===== config.mk =====
export PLATFORM = sky130hd
export DESIGN_NAME = rf_multiport
export DESIGN_NICKNAME = d
export VERILOG_FILES = /design/src/rtl/rf_multiport.sv
export SDC_FILE = /design/constraint.sdc
export NUM_CORES = 2
export LEC_CHECK = 0
export CELL_PAD_IN_SITES_DETAIL_PLACEMENT = 1
export CELL_PAD_IN_SITES_GLOBAL_PLACEMENT = 1
export CORE_ASPECT_RATIO = 0.6
export CORE_UTILIZATION = 48
export DETAILED_ROUTE_END_ITERATION = 12
export PLACE_DENSITY_LB_ADDON = 0.1
export SLEW_MARGIN = 20
export SYNTH_ARGS = -nofsm -noshare
export SYNTH_HDL_FRONTEND = slang
export SYNTH_SLANG_ARGS = --single-unit

===== constraint.sdc =====
create_clock -name clk -period 1.95 [get_ports clk]
set_input_delay 0.195 -clock clk [delete_from_list [all_inputs] [get_ports clk]]
set_output_delay 0.195 -clock clk [all_outputs]
set_load 0.005 [all_outputs]

===== src/rtl/rf_multiport.sv =====
// Multi-port register file with combinational reads, one write port and a
// DEPTH-cycle clear sweep. Define RF_BYPASS_EN to forward same-cycle writes to reads.
module rf_multiport #(
    parameter int WIDTH    = 64,
    parameter int DEPTH    = 32,
    parameter int NRD      = 2,
    parameter int ZERO_REG = 1,
    localparam int AW      = $clog2(DEPTH)
) (
    input  logic                      clk,
    input  logic                      rst_n,
    input  logic                      RegWrite,
    input  logic [AW-1:0]             WriteRegister,
    input  logic [WIDTH-1:0]          WriteData,
    input  logic [NRD-1:0][AW-1:0]    ReadRegister,
    output logic [NRD-1:0][WIDTH-1:0] ReadData,
    input  logic                      ClearReq,
    output logic                      ClearBusy,
    output logic                      WriteDropped,
    output logic                      dbg_state
);

    localparam bit          ZR       = (ZERO_REG != 0);
    localparam logic [AW-1:0] ZERO_IDX = AW'(DEPTH - 1);

    typedef enum logic [0:0] {
        IDLE  = 1'b0,
        CLEAR = 1'b1
    } state_t;

    state_t           state;
    logic [AW-1:0]    cnt;
    logic [WIDTH-1:0] mem [DEPTH];
    logic             write_valid;

    // RegWrite and ClearReq are single-cycle qualifiers sampled on every rising
    // edge with no ready back-pressure: a write offered during a sweep is lost
    // and reported through WriteDropped instead of being stalled.
    assign write_valid = RegWrite && !(ZR && (WriteRegister == ZERO_IDX));

    always_ff @(posedge clk or negedge rst_n) begin
        if (!rst_n) begin
            state        <= IDLE;
            cnt          <= '0;
            WriteDropped <= 1'b0;
            for (int i = 0; i < DEPTH; i++) begin
                mem[i] <= '0;
            end
        end else begin
            case (state)
                IDLE: begin
                    if (write_valid) begin
                        mem[WriteRegister] <= WriteData;
                    end
                    if (ClearReq) begin
                        state        <= CLEAR;
                        cnt          <= '0;
                        WriteDropped <= 1'b0;
                    end
                end
                CLEAR: begin
                    mem[cnt] <= '0;
                    cnt      <= cnt + 1'b1;
                    if (write_valid) begin
                        WriteDropped <= 1'b1;
                    end
                    if (cnt == ZERO_IDX) begin
                        state <= IDLE;
                    end
                end
                default: state <= IDLE;
            endcase
        end
    end

    assign ClearBusy = (state == CLEAR);
    assign dbg_state = state;

    always_comb begin
        ReadData = '0;
        for (int i = 0; i < NRD; i++) begin
            ReadData[i] = mem[ReadRegister[i]];
            if (ZR && (ReadRegister[i] == ZERO_IDX)) begin
                ReadData[i] = '0;
            end
`ifdef RF_BYPASS_EN
            // Forwarding only applies when the write will actually land.
            if ((state == IDLE) && write_valid && (ReadRegister[i] == WriteRegister)) begin
                ReadData[i] = WriteData;
            end
`endif
        end
    end

endmodule


==> summary.txt <==
Crit Path Category: flip-flop to output port
P&R area growth vs syn: 33.67%
buffers added on ports: 213
final core occ: 64.52%
Max Slew Vio Count: 0
status: complete, but fails checks
CTS sink cnt: 2055
synth top area cells: dfrtp_1, mux4_2, a22o_1
Placed Instances: 11496
all-layer global routing usage: 43.86%
number of cells in the finished layout apart from fillers: 12208
layout cells sized above 1: 45.85%
TritonCTS Buffers: 208
Setup crit end kind: output port
Remaining Overflow, GRT: 0
flops & latches, synth: 2055
CP max stage delay: 0.49 ns
pwr dens: 882.0 nW/um^2
most frequent cells in the layout: dfrtp_1, a22o_1, buf_4
# IOs: 214
Overall Power: 124.6 mW
Worst Path Max Fanout: 2
full die area: 222200 sq um
largest net degree at the start of global routing: 100
Worst-Margin Slew: 0.6727 ns
DRC violations left: 0
mean post-synth cell area: 14.53 sq um
Synth Warn #: 0
Max-slew headroom: 55.06%
startpoint types: flip-flop
initial antenna violation count: 40
CP max-delay cell: mux4_2
DIE HEIGHT: 365.5 um
Main synth FF type: dfrtp_1
first-pass GRT wire length: 705800 um
CTS tree: built
clk_lat worst skew: 0.91 ns
Hold WC Path Type: input port to flip-flop
DR vias: 93591
Vias/cell: 7.666
H-tree depth: 4
hold_sp: WriteData[28]
Final Hold Fails: 0
CTS root buf: clkbuf_16
vias in the first global route: 95477
Max-cap violations: 0
Clock Pin Slew Worst Setup and Hold Paths: 0.08 ns
number of synthesized flops with an enable pin: 0
row cnt: 133
First-pass DRT Iterations: 7
Post-Place Worst Slack: -1.095 ns
failing checks: negative setup slack
worst r2r src: ClearBusy
unrepaired setup endpoints after global routing: true
ANT nets after route: 0
Layout Nets: 9198
Final Skew: 0.04205 ns
DR WL/cell: 43.81 um
routability cong.: 0.9173
Net Count, Synth: 7361
Mapped Cells: 7273
cell taking the most area after synthesis: dfrtp_1
chip width: 607.8 um
core area: 219000 sq um
Routed WL: 534800 um
Starting Density: 48.27%
CP arrival: 2.89 ns
Peak VDD IR: 0.7217 mV
Final Setup Violations: 2144
Synth top area share: 48.65%
clk buf depth: 4
Worst Setup SP: mem[1249]
setup ws final: -1.130 ns
asr flop ratio synth: 100.0%
min Tclk post-route: 3.080 ns
Max Fclk: 324.6 MHz
CP required: 1.75 ns
HPWL Detailed: 308400 um
most common cell after layout, fill and taps aside: dfrtp_1
post-route clock period utilization: 158.0%
worst path cell trace: buf_6 > mux4_2 > a221oi_4 > o21ai_2 > o21a_1 > buf_2
sequential area share after synthesis: 48.65%
initial detailed-routing violation count: 13540
Final TNS setup: -630.05 ns
Distinct cells, synth: 44
leakage power: 65.35 nW
synthesized area: 105700 sq um
kinds of logic (layout without fill, tap and decap cells):
kind of cell / Yosys count / in the layout / share of synthesized area (%)
buf+inv: 998 / 2990 / 4.351
other cells: 0 / 41 / 0
mux: 1409 / 1409 / 25.46
fa+ha+maj: 5 / 5 / 0.05918
xor+xnor: 2 / 2 / 0.01657
flops: 2055 / 2055 / 48.65
simple gates: 263 / 263 / 1.368
compound gates: 2541 / 2541 / 20.09
metrics by stage:
stage / hold slack (ns) / instance area (sq um)
after global routing: 0.2222 / 141200
after CTS: 0.1461 / 137900
final: 0.2055 / 141300
after global placement: 0.1577 / 128200
after detailed placement: 0.1602 / 128200
after floorplan: -0.1006 / 105700
final timing paths:
| check | endpoint | slack (ns) | cells after the start |
|---|---|---|---|
| worst max-delay path | ReadData[33] | -1.13 | 6 |
| worst min register to register | mem[642] | 0.52 | 1 |
| max in group asynchronous | mem[150] | 0.91 | 3 |
| min in group asynchronous | mem[568] | 0.23 | 3 |
| worst max register to register | mem[2026] | -0.47 | 10 |
| worst min-delay path | mem[1500] | 0.21 | 3 |
power breakdown:
part           switching, mW  internal [mW]  total, mW
Sequential              3.52           46.3       49.8
Combinational           17.2           14.8       32.0
Clock                   19.1           23.7       42.8
Total                   39.7           84.9        125
critical path: cells and delay by family, from the launching register on:
| family | cells | cell delay, ns |
|---|---|---|
| flops | 1 | 0.41 |
| buf+inv | 2 | 0.28 |
| mux | 1 | 0.49 |
| compound gates | 3 | 0.79 |
registers in the layout, summed over array words and instances, names as in the netlist:
register,count
ClearBusy,1
WriteDropped,1
cnt,5
mem,2048
routing by layer:
metal / part of all wire, % / routed length [um] / track usage, %
met1: 36 / 190600 / 58.83
met2: 42 / 223000 / 63.02
met3: 15 / 82880 / 16.32
met4: 7.0 / 37660 / 21.67
met5: 0.13 / 672 / 0.2341
repair_timing:
| action | in CTS | in global routing |
|---|---|---|
| endpoints found under the setup margin | 1954 | 2050 |
| endpoints found under the hold margin | 1837 | 0 |
| buffers inserted | 189 | 98 |
| gates cloned | 8 | 65 |
| resized for setup | 1035 | 237 |
| pin swaps | 158 | 100 |
| hold buffers | 2 | 0 |
Yosys cell counts, types with 16 or more instances:
cell type,count
o21ai_0,240
buf_4,66
buf_6,22
mux2i_1,385
a21oi_2,22
o21a_1,125
clkbuf_1,482
nor2_1,88
dfrtp_1,2055
buf_1,69
a221oi_1,126
a22o_1,1984
mux4_2,1024
o21ai_1,16
buf_2,352
nor2b_1,135
layout make-up:
type	instances	area [sq um]
Antenna cell	41	102.6
Tap cell	2902	3631
Fill cell	19634	77700
Timing Repair Buffer	2618	27010
Multi-Input combinational cell	4220	52240
Clock inverter	72	860.8
Clock buffer	293	5997
Sequential cell	2055	51430
Inverter	7	26.28
Note: power is estimated with default switching activity, not from simulation.
